[config.mk]
export PLATFORM = sky130hd
export DESIGN_NAME = lcd_write_seq
export DESIGN_NICKNAME = d
export VERILOG_FILES = /design/src/rtl/lcd_pkg.sv /design/src/rtl/lcd_delay_cnt.sv /design/src/rtl/lcd_param_chk.sv /design/src/rtl/lcd_write_seq.sv
export SDC_FILE = /design/constraint.sdc
export NUM_CORES = 1
export LEC_CHECK = 0
export BUFFER_PORTS_ARGS = -buffer_cell sky130_fd_sc_hd__buf_2
export CORE_MARGIN = 10
export CORE_UTILIZATION = 50
export CTS_BUF_LIST = sky130_fd_sc_hd__clkbuf_8
export CTS_CLUSTER_DIAMETER = 60
export DETAILED_ROUTE_END_ITERATION = 16
export PLACE_DENSITY = 0.74
export RECOVER_POWER = 25
export SETUP_SLACK_MARGIN = 0.05
export SLEW_MARGIN = 20
export SYNTH_ARGS = -nofsm -noshare
export SYNTH_HDL_FRONTEND = slang
export SYNTH_SLANG_ARGS = --single-unit
[constraint.sdc]
create_clock -name clk_i -period 2.3 [get_ports clk_i]
set_input_delay 0.46 -clock clk_i [delete_from_list [all_inputs] [get_ports clk_i]]
set_output_delay 0.46 -clock clk_i [all_outputs]
set_load 0.01 [all_outputs]
[src/rtl/lcd_pkg.sv]
// Shared types and constants for the HD44780 write sequencer.
package lcd_pkg;

  typedef enum logic [2:0] {
    ST_PWRUP = 3'd0,
    ST_LOAD  = 3'd1,
    ST_SETUP = 3'd2,
    ST_EN    = 3'd3,
    ST_HOLD  = 3'd4,
    ST_WAIT  = 3'd5,
    ST_IDLE  = 3'd6
  } lcd_state_e;

  localparam int INIT_LEN = 32'd4;
  // function set 8-bit/2-line, display on, clear, entry mode increment
  localparam logic [INIT_LEN-1:0][7:0] INIT_ROM = {8'h06, 8'h01, 8'h0C, 8'h38};

  localparam int LCD_EN_BIT = 32'd10;
  localparam int LCD_RS_BIT = 32'd9;
  localparam int LCD_RW_BIT = 32'd8;
  localparam int LCD_ON_BIT = 32'd31;

  localparam logic [7:0] CLR_CMD  = 8'h01;
  localparam logic [7:0] HOME_CMD = 8'h02;

  // Home ignores bit 0, so 0x02 and 0x03 both take the long busy wait.
  function automatic logic is_long_cmd(input logic rs, input logic [7:0] data);
    return (rs == 1'b0) && ((data == CLR_CMD) || (data[7:1] == HOME_CMD[7:1]));
  endfunction

  function automatic int max_int(input int a, input int b);
    return (a > b) ? a : b;
  endfunction

endpackage

[src/rtl/lcd_delay_cnt.sv]
// Loadable down-counter; done is high while the count sits at 1.
module lcd_delay_cnt #(
  parameter int W = 32'd8
) (
  input  logic         clk,
  input  logic         rst,
  input  logic         load,
  input  logic [W-1:0] load_val,
  output logic         done,
  output logic         zero
);

  logic [W-1:0] cnt_r;

  // Count down from the loaded value and rest at zero.
  always_ff @(posedge clk or posedge rst) begin
    if (rst) begin
      cnt_r <= '0;
    end else if (load) begin
      cnt_r <= load_val;
    end else if (cnt_r != '0) begin
      cnt_r <= cnt_r - W'(1);
    end
  end

  assign done = (cnt_r == W'(1));
  assign zero = (cnt_r == '0);

endmodule

[src/rtl/lcd_param_chk.sv]
// Elaboration-time sanity check of the sequencer timing parameters.
module lcd_param_chk #(
  parameter int T_PWRUP_CYC = 32'd1,
  parameter int T_SETUP_CYC = 32'd1,
  parameter int T_EN_CYC    = 32'd1,
  parameter int T_HOLD_CYC  = 32'd1,
  parameter int T_CMD_CYC   = 32'd1,
  parameter int T_CLR_CYC   = 32'd1
) ();

  if ((T_PWRUP_CYC <= 0) || (T_SETUP_CYC <= 0) || (T_EN_CYC <= 0) ||
      (T_HOLD_CYC <= 0) || (T_CMD_CYC <= 0) || (T_CLR_CYC <= 0)) begin : g_bad_param
    $error("lcd_write_seq: every timing parameter must be at least 1");
  end

endmodule

[src/rtl/lcd_write_seq.sv]
// HD44780 write sequencer: power-up init, then one command/data byte per
// valid/ready handshake with setup, EN pulse, hold and busy-wait timing.
module lcd_write_seq
  import lcd_pkg::*;
#(
  parameter int T_PWRUP_CYC = 32'd750000,
  parameter int T_SETUP_CYC = 32'd4,
  parameter int T_EN_CYC    = 32'd25,
  parameter int T_HOLD_CYC  = 32'd2,
  parameter int T_CMD_CYC   = 32'd2000,
  parameter int T_CLR_CYC   = 32'd82000
) (
  input  logic        clk_i,
  input  logic        rst_i,
  input  logic        req_valid_i,
  output logic        req_ready_o,
  input  logic        req_rs_i,
  input  logic [7:0]  req_data_i,
  output logic        init_done_o,
  output logic        busy_o,
  output logic [7:0]  lcd_data_o,
  output logic        lcd_rw_o,
  output logic        lcd_rs_o,
  output logic        lcd_en_o,
  output logic        lcd_on_o,
  output logic [31:0] lcd_o
);

  localparam int MAX_CYC = max_int(max_int(max_int(T_PWRUP_CYC, T_SETUP_CYC), max_int(T_EN_CYC, T_HOLD_CYC)),
                                   max_int(T_CMD_CYC, T_CLR_CYC));
  localparam int CNT_W   = $clog2(MAX_CYC) + 32'd1;

  lcd_state_e       state_r;
  logic [1:0]       idx_r;
  logic [7:0]       data_r;
  logic             rs_r;
  logic             en_r;
  logic             on_r;
  logic             ready_r;
  logic             busy_r;
  logic             init_done_r;
  logic             load_s;
  logic [CNT_W-1:0] load_val_s;
  logic             done_s;
  logic             zero_s;
  logic [31:0]      lcd_s;

  lcd_param_chk #(
    .T_PWRUP_CYC(T_PWRUP_CYC), .T_SETUP_CYC(T_SETUP_CYC), .T_EN_CYC(T_EN_CYC),
    .T_HOLD_CYC(T_HOLD_CYC), .T_CMD_CYC(T_CMD_CYC), .T_CLR_CYC(T_CLR_CYC)
  ) u_param_chk ();

  lcd_delay_cnt #(.W(CNT_W)) u_delay_cnt (
    .clk      (clk_i),
    .rst      (rst_i),
    .load     (load_s),
    .load_val (load_val_s),
    .done     (done_s),
    .zero     (zero_s)
  );

  // Counter reload: each timed state gets its length on the edge that enters it.
  always_comb begin
    load_s     = 1'b0;
    load_val_s = '0;
    case (state_r)
      ST_PWRUP: begin
        load_s     = zero_s;
        load_val_s = CNT_W'(T_PWRUP_CYC);
      end
      ST_LOAD: begin
        load_s     = 1'b1;
        load_val_s = CNT_W'(T_SETUP_CYC);
      end
      ST_SETUP: begin
        load_s     = done_s;
        load_val_s = CNT_W'(T_EN_CYC);
      end
      ST_EN: begin
        load_s     = done_s;
        load_val_s = CNT_W'(T_HOLD_CYC);
      end
      ST_HOLD: begin
        load_s     = done_s;
        load_val_s = is_long_cmd(rs_r, data_r) ? CNT_W'(T_CLR_CYC) : CNT_W'(T_CMD_CYC);
      end
      ST_IDLE: begin
        load_s     = req_valid_i && ready_r;
        load_val_s = CNT_W'(T_SETUP_CYC);
      end
      default: begin
        load_s     = 1'b0;
        load_val_s = '0;
      end
    endcase
  end

  // Sequencer FSM with registered pin and handshake outputs.
  always_ff @(posedge clk_i or posedge rst_i) begin
    if (rst_i) begin
      state_r     <= ST_PWRUP;
      idx_r       <= 2'd0;
      data_r      <= 8'h00;
      rs_r        <= 1'b0;
      en_r        <= 1'b0;
      on_r        <= 1'b0;
      ready_r     <= 1'b0;
      busy_r      <= 1'b0;
      init_done_r <= 1'b0;
    end else begin
      on_r <= 1'b1;
      case (state_r)
        ST_PWRUP: begin
          busy_r <= 1'b1;
          if (done_s) state_r <= ST_LOAD;
        end
        ST_LOAD: begin
          data_r  <= INIT_ROM[idx_r];
          rs_r    <= 1'b0;
          state_r <= ST_SETUP;
        end
        ST_SETUP: begin
          if (done_s) begin
            en_r    <= 1'b1;
            state_r <= ST_EN;
          end
        end
        ST_EN: begin
          if (done_s) begin
            en_r    <= 1'b0;
            state_r <= ST_HOLD;
          end
        end
        ST_HOLD: begin
          if (done_s) state_r <= ST_WAIT;
        end
        ST_WAIT: begin
          if (done_s) begin
            if (!init_done_r && (idx_r != 2'(INIT_LEN - 1))) begin
              idx_r   <= idx_r + 2'd1;
              state_r <= ST_LOAD;
            end else begin
              init_done_r <= 1'b1;
              ready_r     <= 1'b1;
              busy_r      <= 1'b0;
              state_r     <= ST_IDLE;
            end
          end
        end
        ST_IDLE: begin
          if (req_valid_i && ready_r) begin
            rs_r    <= req_rs_i;
            data_r  <= req_data_i;
            ready_r <= 1'b0;
            busy_r  <= 1'b1;
            state_r <= ST_SETUP;
          end
        end
        default: begin
          state_r <= ST_PWRUP;
        end
      endcase
    end
  end

  // Pack the pin registers into the io_lcd word layout.
  always_comb begin
    lcd_s             = 32'h0000_0000;
    lcd_s[7:0]        = data_r;
    lcd_s[LCD_RW_BIT] = 1'b0;
    lcd_s[LCD_RS_BIT] = rs_r;
    lcd_s[LCD_EN_BIT] = en_r;
    lcd_s[LCD_ON_BIT] = on_r;
  end

  assign req_ready_o = ready_r;
  assign busy_o      = busy_r;
  assign init_done_o = init_done_r;
  assign lcd_data_o  = data_r;
  assign lcd_rw_o    = 1'b0;
  assign lcd_rs_o    = rs_r;
  assign lcd_en_o    = en_r;
  assign lcd_on_o    = on_r;
  assign lcd_o       = lcd_s;

endmodule
=== Word-level counts from Yosys, hierarchy flattened ===
Cells that the tools add are included.

* Register bits after elaboration: 40
* Output and inout port bits: 47
* Bits in read-only memories: 0
* Bits in latches: 0
* Memory bits (writable): 0
* Memories: 0

* $add $sub $neg: 2
* Order comparisons: 1
* $mul: 0
* Div/mod/pow operators: 0
* Bitwise gates (word level): 2
* Reduce and logical (&&, ||, !) cells: 22
* Mux-type cells: 30
* Eq/ne operators: 17
* Shift operators: 0

{| class="wikitable"
|+ Operator list
! cell !! number
|-
| $pmux W20 S5 || 1
|-
| $mux W21 || 2
|-
| $eq A21 B1 Y1 const B || 1
|-
| $logic_not A21 Y1 || 1
|-
| $mux W3 || 7
|-
| $pmux W3 S7 || 1
|-
| $reduce_bool A21 Y1 || 1
|-
| $sub A21 B1 Y21 const B || 1
|-
| $mux W17 || 1
|-
| $bmux W8 S2 || 1
|-
| $mux W8 || 2
|-
| $ne A2 B2 Y1 const B || 8
|-
| $pmux W8 S2 || 1
|-
| $eq A3 B3 Y1 const B || 3
|-
| $mux W1 || 9
|-
| $reduce_and A3 Y1 || 3
|-
| $eq A8 B1 Y1 const B || 1
|-
| $reduce_and A4 Y1 || 2
|-
| $reduce_bool A2 Y1 || 4
|-
| $eq A7 B1 Y1 const B || 1
|-
| $eq A3 B2 Y1 const B || 2
|-
| $pmux W1 S2 || 3
|-
| $reduce_and A6 Y1 || 1
|-
| $pmux W1 S4 || 1
|-
| other kinds (13) || 16
|}

=== Depth between registers and ports, before layout ===
Gate-level depths: netlist of run 1.

* Word-level depth: 6
* Depth in mapped cells: 7
* Depth with buffers taken out: 7

=== By module ===
From an unflattened synthesis of run 1, not the netlist that was laid out.

* Cells, all modules: 295
* Area total of the unflattened synthesis: 2757.6 sq um

{| class="wikitable"
|+ Modules (own cells, without submodules)
! module !! cells each !! area each (sq um) !! instances
|-
| lcd_delay_cnt || 160 || 1411.4 || 1
|-
| lcd_write_seq || 135 || 1346.3 || 1
|}

=== Least setup slack after synthesis of run 1 ===
Ideal clock, no wire load.

* Path kind: register to register
* From: register u_delay_cnt.cnt_r[0]
* To: register u_delay_cnt.cnt_r[10]
* Period minus slack after synthesis: 2143 ps
* Setup time: 78 ps
* Slack: 157 ps
* Data required time: 2222 ps
* Stages on the path, launching flop included: 7
* Arrival time: 2065 ps
* Cell sequence: dfrtp_1 inv_1 ha_1 or4b_2 or3b_2 xor2_1 o2bb2ai_1

* Word-level cells in the longest chain between the ends: 3

{| class="wikitable"
|+ RTL lines
! what !! RTL line !! text
|-
| start, declared || lcd_delay_cnt.sv:13 || <nowiki>logic [W-1:0] cnt_r;</nowiki>
|-
| start signal, assigned || lcd_delay_cnt.sv:20 || <nowiki>cnt_r <= load_val;</nowiki>
|-
| start signal, assigned || lcd_delay_cnt.sv:22 || <nowiki>cnt_r <= cnt_r - W'(1);</nowiki>
|-
| $sub A21 B1 Y21 (tied with other cells) || lcd_delay_cnt.sv:22 ||
|-
| $mux W21 / $pmux W1 S4 (equally long branches) || lcd_delay_cnt.sv:21, lcd_write_seq.sv:66 ||
|-
| $mux W21 / $reduce_bool A2 Y1 (equally long branches) || -- ||
|}

Parallel ways exist; a longest one is shown, timed or not. The select of a mux whose other input is x is not followed.
A chain may end at the register's enable or synchronous reset.

=== Worst setup path after layout of run 1 ===
* From: register u_delay_cnt.cnt_r[12]
* To: register u_delay_cnt.cnt_r[18]

Same word-level chain as after synthesis.

==> impl_metrics.toml, run 1 <==
[run_status]
run_status = "finished clean"

[detailed_routing]
vias_per_cell = 5.264
route.antenna.remaining_nets = 0
drt-wirelength-per-cell_um = 14.91
detail_route.first_pass.iterations = 4
overall_routed_net_length_mm = 5.472
dr_total_vias = 1932
initialDrtViolationCount = 146
remaining_drc_errors = 0

[placement]
place.detailed.hpwl_mm = 4.146
numPlacedInstances = 358
globalplace.congestion = 0.8506
dpl-instance-area_um2 = 2631
place.port_buffers = 36

[synthesis]
count_of_flip_flops_with_a_built_in_enable_after_synthesis = 0
postSynth.topFlopCell = "sky130_fd_sc_hd__dfrtp_1"
yosysTopAreaCellShare_pct = 40.84
synth_sequential_area_ratio_pct = 40.84
netlist.top_cell.by_area = "sky130_fd_sc_hd__dfrtp_1"
synth_cells = 261
synth-async-reset-ratio_pct = 100.0
average_size_of_a_mapped_cell_um2 = 9.391
synth.lib_cells_used.distinct = 48
largest_cells_by_area_after_synthesis = "sky130_fd_sc_hd__dfrtp_1 (41%), sky130_fd_sc_hd__buf_4 (10%), sky130_fd_sc_hd__o21ai_0 (4.1%), sky130_fd_sc_hd__xnor2_1 (3.9%), sky130_fd_sc_hd__ha_1 (3.1%)"
synth-warning-count = 0
ys_seq_elements = 40
synth_area_um2 = 2451

[floorplanning]
core_area_um2 = 4723
start_util_pct = 51.89
io_pins = 59
floorplan.die.width_um = 90.02
die-area_um2 = 8103
placementRows = 25
fp.dieH_um = 90.02

[final_layout]
finish.instance_area_um2 = 2746
finish.net_count = 318
final_cell_count_without_fillers = 367
inserted_diodes = 0
syn2layout_area_growth_pct = 12.05
drive_gt1_share_pct = 27.00

[job]
max_cap_violations = 0

[sta]
period_share_pct = 94.87
timing_max_transition_violations_final = 0
rsz0062_at_grt = "true"
finalHoldWorstSlack_ns = 0.3911
period_needed_ns = 2.182
fmaxAchievable_ghz = 0.4583
max_slew_margin_pct = 32.95
fin_tns_setup_ns = 0
clock-skew-final_ns = 0.008061
final-hold-violation-count = 0
finalSetupViolations = 0
max_slew.worst_pin.slew_ns = 1.006

[setup_path]
cp.arrival_ns = 2.41
end_kind = "flop"
critical_path.max_stage_delay_ns = 0.55
required_ns = 2.52
worst_path_most_repeated_cell = "sky130_fd_sc_hd__or3_4"
timing.critical_path.from_type = "flop"
reg2reg_setup_slack_ns = 0.12
setup_cp_type = "flop to flop"
cp_slowest_cell = "sky130_fd_sc_hd__or4_4"
crit_chain = "or4_4 -> or3_4 -> or3_4 -> or3_1 -> a21oi_1"
worst-path-max-fanout = 6

[global_routing]
global_route_wire_length_before_repair_mm = 9.308
initial_antenna_violation_count = 0
grt_overflow = 0
maximum_number_of_pins_on_one_net_before_global_route_repair = 41
globalRouteTotalUtil_pct = 13.60
grt_pass1_vias = 1915

[clocking]
worst_skew_pair.late_latency_ns = 0.29
clock_tree.buffer_depth = 2
sinks_on_clock_net = 40
clkSlewWorstSetupHoldPaths_ns = 0.08
cts-hold-fix-buffers = 0
htree_num_levels = 2
clk_root_buffer_cell = "sky130_fd_sc_hd__clkbuf_8"
cts-buffers-inserted = 5
tritoncts = "built"

[power]
ir_worst_vdd_uv = 240.6
p_per_area_nw_per_um2 = 432.6
leakage_nw = 1.306

[worst_hold_path]
classification_of_the_worst_slack_hold_path = "primary input to flop"
[layout by cell type (no fill, tap or decap), drive strengths merged, types with 4 or more instances in the layout]
| cell type | instances |
|---|---|
| dfrtp | 40 |
| or3 | 4 |
| conb | 23 |
| buf | 55 |
| nor2 | 19 |
| inv | 7 |
| mux2 | 4 |
| mux2i | 7 |
| nand2 | 16 |
| xnor2 | 11 |
| clkbuf | 6 |
| a22o | 5 |
| nor3 | 9 |
| nor4 | 5 |
| ha | 6 |
| nand3 | 5 |
| o21ai | 20 |
| xor2 | 7 |
| nand4 | 4 |
| a21oi | 8 |
| a32o | 4 |
[report_power, final]
group / switching (mW) / internal (mW)
clock network: 0.238 / 0.202
registers: 0.000292 / 0.704
logic: 0.0360 / 0.00857
[registers in the layout, indices dropped and copies added, names as in the netlist]
register	count
lcd_data_o	8
state_r	3
lcd_rs_o	1
lcd_en_o	1
lcd_on_o	1
busy_o	1
req_ready_o	1
idx_r	2
u_delay_cnt.cnt_r	21
init_done_o	1
[metal layers]
metal / GRT usage [%] / wire length (um) / up-vias
met5: 0 / 0 / -
met4: 5.305 / 105 / 0
met3: 3.408 / 292 / 8
met2: 22.15 / 2719 / 52
met1: 16.83 / 2355 / 932
li1: - / - / 940
[metrics by stage]
stage	total power, mW	util, %	worst slack (ns)
finish	1.188	58.15	0.1181
global route	1.239	58.15	0.01845
CTS	1.204	57.35	0.08270
detailed placement	0.7624	55.71	0.1005
global placement	0.7620	55.71	0.1279
floorplan	0.7742	-	0.1569
[cell type report]
type	instances	area (um^2)
fill	428	1977
clock inverter	2	8.758
clock buffer	5	68.82
timing repair buffer	56	327.8
inverter	6	22.52
tap	67	83.83
multi-input combinational	191	1232
sequential	40	1002
[worst max-delay path: cells and delay by family, from the launching register on]
kind	cells	cell delay [ns]
AND/OR/NAND/NOR	4	1.55
flip-flops	1	0.42
AO/OA/AOI/OAI	1	0.14
[logic make-up after synthesis]
kind of cell	synth area share (%)
flops	40.84
fa+ha+maj	3.063
buf+inv	13.07
mux	4.696
other cells	0.3064
simple gates	17.30
xor+xnor	6.432
compound gates	14.29
[final timing paths]
check	startpoint	end	cells after the start
max in group asynchronous	rst_i	u_delay_cnt.cnt_r[0]	3
max	u_delay_cnt.cnt_r[12]	u_delay_cnt.cnt_r[18]	5
min in group asynchronous	rst_i	lcd_on_o	3
min	req_data_i[6]	lcd_data_o[6]	2
max reg2reg	u_delay_cnt.cnt_r[12]	u_delay_cnt.cnt_r[18]	5
min reg2reg	init_done_o	init_done_o	1
[synth_stat cells (all sizes together), types with 6 or more instances]
master,n
o21ai,20
xnor2,11
nor2,19
buf,37
nand2,16
inv,6
clkbuf,8
ha,6
dfrtp,40
mux2i,7
xor2,7
a21oi,8
nor3,9
[timing repair]
item | in CTS | in global routing
buffers inserted | 0 | 2
setup endpoints to repair | 0 | 14
gates resized for setup | 0 | 8
Note: power is estimated with default switching activity, not from simulation.
==> run 2: changes to the inputs <==
Settings changed: PLACE_DENSITY 0.74 to 0.78.
==> run 2 against run 1 <==
Compared with the run above: utilization grew 0.11 points; wire length rose by 2.5%; total power increased by 5.2%; highest routed layer unchanged; critical path depth did not move; die area is the same; clock power grew 14%; register-to-register slack worse by 0.02 ns; worst setup slack got worse by 0.023 ns; critical path type unchanged; combinational power hardly changed; flip-flop and latch count stayed put; largest cell class unchanged.
==> impl_metrics.toml, run 2 (synthesis results as in run 1) <==
[clocking]
sinks_on_clock_net = 40
worst_skew_pair.late_latency_ns = 0.30
clock_tree.buffer_depth = 2
htree_num_levels = 2
cts-buffers-inserted = 5
clk_root_buffer_cell = "sky130_fd_sc_hd__clkbuf_8"
tritoncts = "built"
clkSlewWorstSetupHoldPaths_ns = 0.08

[detailed_routing]
drt-wirelength-per-cell_um = 15.24
remaining_drc_errors = 0
vias_per_cell = 5.296
initialDrtViolationCount = 160
route.antenna.remaining_nets = 0
overall_routed_net_length_mm = 5.608
dr_total_vias = 1949
detail_route.first_pass.iterations = 4

[floorplanning]
fp.dieH_um = 90.02
core_area_um2 = 4723
placementRows = 25
die-area_um2 = 8103
start_util_pct = 51.89
io_pins = 59
floorplan.die.width_um = 90.02

[sta]
final.setup.worst_slack_ns = 0.09543
fmaxAchievable_ghz = 0.4536
period_share_pct = 95.85
max_slew.worst_pin.slew_ns = 0.9866
fin_tns_setup_ns = 0
final-hold-violation-count = 0
timing_max_transition_violations_final = 0
finalSetupViolations = 0
clock-skew-final_ns = 0.009506
rsz0062_at_grt = "true"
period_needed_ns = 2.205
max_slew_margin_pct = 34.22

[power]
ir_worst_vdd_uv = 277.2
leakage_nw = 1.302
p_per_area_nw_per_um2 = 454.1

[final_layout]
registers.top_by_ff_count = "u_delay_cnt.cnt_r"
utilization_pct = 58.25
finish.net_count = 318
most-common-layout-cells = "sky130_fd_sc_hd__dfrtp_1 (40), sky130_fd_sc_hd__buf_2 (36), sky130_fd_sc_hd__conb_1 (23)"
drive_gt1_share_pct = 26.25
syn2layout_area_growth_pct = 12.25
final_common_cell = "sky130_fd_sc_hd__dfrtp_1"
inserted_diodes = 0
largest_register_ff_count = 21
final_cell_count_without_fillers = 368

[global_routing]
globalRouteMet3Util_pct = 3.907
globalRouteTotalUtil_pct = 13.91
grt_pass1_vias = 1964
global_route_wire_length_before_repair_mm = 9.549
met1_usage_pct = 17.01
grt_overflow = 0
global_route.peak_usage_layer = "met2"
maximum_number_of_pins_on_one_net_before_global_route_repair = 41
initial_antenna_violation_count = 0
use_met2_pct = 22.76

[setup_path]
timing.critical_path.from_type = "flop"
end_kind = "flop"
worst-path-max-fanout = 6
setup_cp_type = "flop to flop"
cp.arrival_ns = 2.44
required_ns = 2.53

[placement]
place.detailed.hpwl_mm = 4.144
globalplace.congestion = 0.8456
dp_worst_setup_slack_ns = 0.08194
numPlacedInstances = 357
place.port_buffers = 36

[worst_hold_path]
classification_of_the_worst_slack_hold_path = "primary input to flop"

[run_status]
run_status = "finished clean"

[job]
max_cap_violations = 0
[run 2: power by group]
part / internal (mW) / leakage (nW) / switching, mW
Sequential: 0.704 / 0.510 / 0.000299
Combinational: 0.00860 / 0.748 / 0.0358
Clock: 0.243 / 0.0434 / 0.258
[run 2: worst paths after layout]
check	from	to	slack, ns	cells past startpoint
setup / recovery	u_delay_cnt.cnt_r[14]	u_delay_cnt.cnt_r[18]	0.1	5
hold reg to reg	init_done_o	init_done_o	0.52	1
hold / removal	req_data_i[6]	lcd_data_o[6]	0.38	2
max in group asynchronous	rst_i	u_delay_cnt.cnt_r[16]	1.24	3
min in group asynchronous	rst_i	lcd_data_o[5]	0.45	3
setup reg to reg	u_delay_cnt.cnt_r[14]	u_delay_cnt.cnt_r[18]	0.1	5
[run 2: repair_timing]
item | CTS | global route
pin swaps | 0 | 1
cloned | 0 | 0
endpoints found under the hold margin | 0 | 0
hold buffers | 0 | 0
buffers inserted | 0 | 3
resized for setup | 1 | 4
setup endpoints to repair | 1 | 16
[run 2: layout make-up]
cell class / count / area (um^2)
multi-input cells: 191 / 1219
fillers: 410 / 1972
clock inverters: 2 / 15.01
well taps: 67 / 83.83
inverters: 6 / 22.52
repair buffers: 56 / 327.8
clock buffers: 6 / 82.58
flip-flops and latches: 40 / 1001
[run 2: critical path: stages, from the launching register on]
cell                      delay (ns)
sky130_fd_sc_hd__dfrtp_1        0.40
sky130_fd_sc_hd__or4_4          0.57
sky130_fd_sc_hd__or3_1          0.34
sky130_fd_sc_hd__or3_1          0.36
sky130_fd_sc_hd__or3_1          0.33
sky130_fd_sc_hd__a21oi_2        0.14
[run 2: layer usage]
layer | vias up | share of wire, %
li1 | 946 | -
met3 | 8 | 5.0
met1 | 940 | 43
met2 | 55 | 50
met5 | - | 0
met4 | 0 | 1.9
[run 2: metrics by stage]
stage / power (mW) / cell area [um^2] / hold WS (ns)
2_1_floorplan: 0.7742 / 2530 / 0.4921
3_3_place_gp: 0.7622 / 2624 / 0.4729
3_5_place_dp: 0.7623 / 2624 / 0.5018
4_1_cts: 1.263 / 2721 / 0.2929
5_1_grt: 1.304 / 2751 / 0.3782
6_report: 1.249 / 2751 / 0.3839
==> run 3: changes to the inputs <==
Settings changed: PLACE_DENSITY 0.78 to 0.81.
==> run 3 against run 2 <==
Compared with the run above: clock-buffer cell count is the same; first-iteration DRC count shrank 7.5%; via count decreased by 0.77%; register-to-register slack improved by 0.04 ns; sequential power is essentially flat; fmax increased by 1.9%; cell area barely moved; combinational power barely moved; hold slack gained 0.0025 ns; utilization barely moved; sequential share of layout area about the same; total power decreased by 2.2%; largest cell class unchanged.
==> impl_metrics.toml, run 3 (synthesis results as in run 1) <==
[run_status]
run_status = "finished clean"

[clocking]
clock_tree.buffer_depth = 2
clk_root_buffer_cell = "sky130_fd_sc_hd__clkbuf_8"
sinks_on_clock_net = 40
tritoncts = "built"
cts-hold-fix-buffers = 0
cts-buffers-inserted = 5
htree_num_levels = 2
worst_skew_pair.late_latency_ns = 0.30
clkSlewWorstSetupHoldPaths_ns = 0.08

[floorplanning]
die-area_um2 = 8103
core_area_um2 = 4723
placementRows = 25
io_pins = 59
start_util_pct = 51.89
fp.dieH_um = 90.02
floorplan.die.width_um = 90.02

[power]
power.share.combinational_pct = 3.6
switching_power_uw = 273.9
power.share.switching_pct = 22.41
ir_worst_vdd_uv = 296.1
power_mw = 1.222
p_per_area_nw_per_um2 = 444.0
leakage_nw = 1.311
internal-power_uw = 948.2
power_frac_seq_pct = 57.6
clkPwrFrac_pct = 38.8

[final_layout]
finish.net_count = 318
syn2layout_area_growth_pct = 12.30
inserted_diodes = 0
registers.top_by_ff_count = "u_delay_cnt.cnt_r"
most-common-layout-cells = "sky130_fd_sc_hd__dfrtp_1 (39), sky130_fd_sc_hd__buf_2 (36), sky130_fd_sc_hd__conb_1 (23)"
largest_register_ff_count = 21
drive_gt1_share_pct = 25.58
final_common_cell = "sky130_fd_sc_hd__dfrtp_1"

[global_routing]
grt_overflow = 0
maximum_number_of_pins_on_one_net_before_global_route_repair = 41
global_route_wire_length_before_repair_mm = 9.535
grt_pass1_vias = 2028
globalRouteTotalUtil_pct = 13.80
initial_antenna_violation_count = 0

[detailed_routing]
dr_total_vias = 1934
drt-wirelength-per-cell_um = 15.23
detail_route.first_pass.iterations = 4
route.antenna.remaining_nets = 0
vias_per_cell = 5.255
overall_routed_net_length_mm = 5.604
remaining_drc_errors = 0
initialDrtViolationCount = 148

[setup_path]
timing.critical_path.from_type = "flop"
worst-path-max-fanout = 6
reg2reg_setup_slack_ns = 0.14
setup_cp_type = "flop to flop"
worst-r2r-cell-count = 5
regToRegStartpoint = "u_delay_cnt.cnt_r[12]"
required_ns = 2.53
reg2reg_end = "u_delay_cnt.cnt_r[18]"
end_kind = "flop"
cp.arrival_ns = 2.40

[sta]
final-hold-violation-count = 0
period_needed_ns = 2.164
max_slew_margin_pct = 34.57
fin_tns_setup_ns = 0
period_share_pct = 94.09
rsz0062_at_grt = "false"
finalSetupViolations = 0
max_slew.worst_pin.slew_ns = 0.9814
clock-skew-final_ns = 0.01057
fmaxAchievable_ghz = 0.4621
timing_max_transition_violations_final = 0

[worst_hold_path]
classification_of_the_worst_slack_hold_path = "primary input to flop"
hold_path_depth = 2
hold_path_startpoint = "req_rs_i"
worst_hold_path.endpoint = "lcd_rs_o"

[job]
max_cap_violations = 0

[placement]
globalplace.congestion = 0.8661
place.port_buffers = 36
place.detailed.hpwl_mm = 4.254
==> run 3: cell count changes in the layout (fill, tap and decap cells not counted), sizes merged <==
cell	previous run	this run
clkinvlp	2	0
inv	6	8
==> run 3: worst max path at each step <==
stage / start / endpoint / slack [ns] / depth (start not counted)
floorplan: u_delay_cnt.cnt_r[0] / u_delay_cnt.cnt_r[10] / 0.16 / 6
global placement: u_delay_cnt.cnt_r[12] / u_delay_cnt.cnt_r[18] / 0.16 / 5
detailed placement: u_delay_cnt.cnt_r[12] / u_delay_cnt.cnt_r[18] / 0.11 / 5
CTS: u_delay_cnt.cnt_r[12] / u_delay_cnt.cnt_r[18] / 0.12 / 5
global route: u_delay_cnt.cnt_r[12] / u_delay_cnt.cnt_r[18] / 0.05 / 5
finish: u_delay_cnt.cnt_r[12] / u_delay_cnt.cnt_r[18] / 0.14 / 5
==> run 3: through the flow <==
stage	util, %	area [um^2]	hold slack [ns]	worst slack (ns)	std cells
floorplan	-	2530	0.4921	0.1569	282
global placement	55.71	2631	0.4736	0.1607	358
detailed placement	55.71	2631	0.4852	0.1101	358
CTS	57.62	2721	0.2886	0.1178	366
global route	58.28	2753	0.3821	0.05265	368
finish	58.28	2753	0.3864	0.1360	368
==> run 3: routing by layer <==
| layer | vias up | wire (um) | GRT usage [%] |
|---|---|---|---|
| met5 | - | 0 | 0 |
| met4 | 0 | 95 | 7.029 |
| met3 | 9 | 320 | 3.491 |
| met2 | 58 | 2789 | 22.88 |
| met1 | 924 | 2399 | 16.11 |
| li1 | 943 | - | - |
==> run 3: area by class of cell <==
cell class,count,area [um^2]
Clock buffer,6,82.58
Clock inverter,2,7.507
Fill cell,414,1971
Inverter,6,22.52
Multi-Input combinational cell,191,1226
Sequential cell,40,1002
Tap cell,67,83.83
Timing Repair Buffer,56,327.8
==> run 3: critical path, cell delays in order, from the launching register on <==
cell                      delay, ns
sky130_fd_sc_hd__dfrtp_1       0.41
sky130_fd_sc_hd__or4_4         0.55
sky130_fd_sc_hd__or3_1         0.34
sky130_fd_sc_hd__or3_1         0.36
sky130_fd_sc_hd__or3_1         0.31
sky130_fd_sc_hd__a21oi_1       0.14
==> run 3: power by group through the flow <==
| stage | clock, mW | combinational [mW] | sequential, mW |
|---|---|---|---|
| 2_1_floorplan | 0 | 0.0558 | 0.718 |
| 3_3_place_gp | 0 | 0.0440 | 0.718 |
| 3_5_place_dp | 0 | 0.0440 | 0.718 |
| 4_1_cts | 0.482 | 0.0441 | 0.704 |
| 5_1_grt | 0.511 | 0.0510 | 0.704 |
| 6_report | 0.474 | 0.0443 | 0.704 |
==> run 3: what timing repair did <==
item | in CTS | in global routing
gates resized for setup | 0 | 6
endpoints found under the setup margin | 0 | 19
setup buffers | 0 | 2
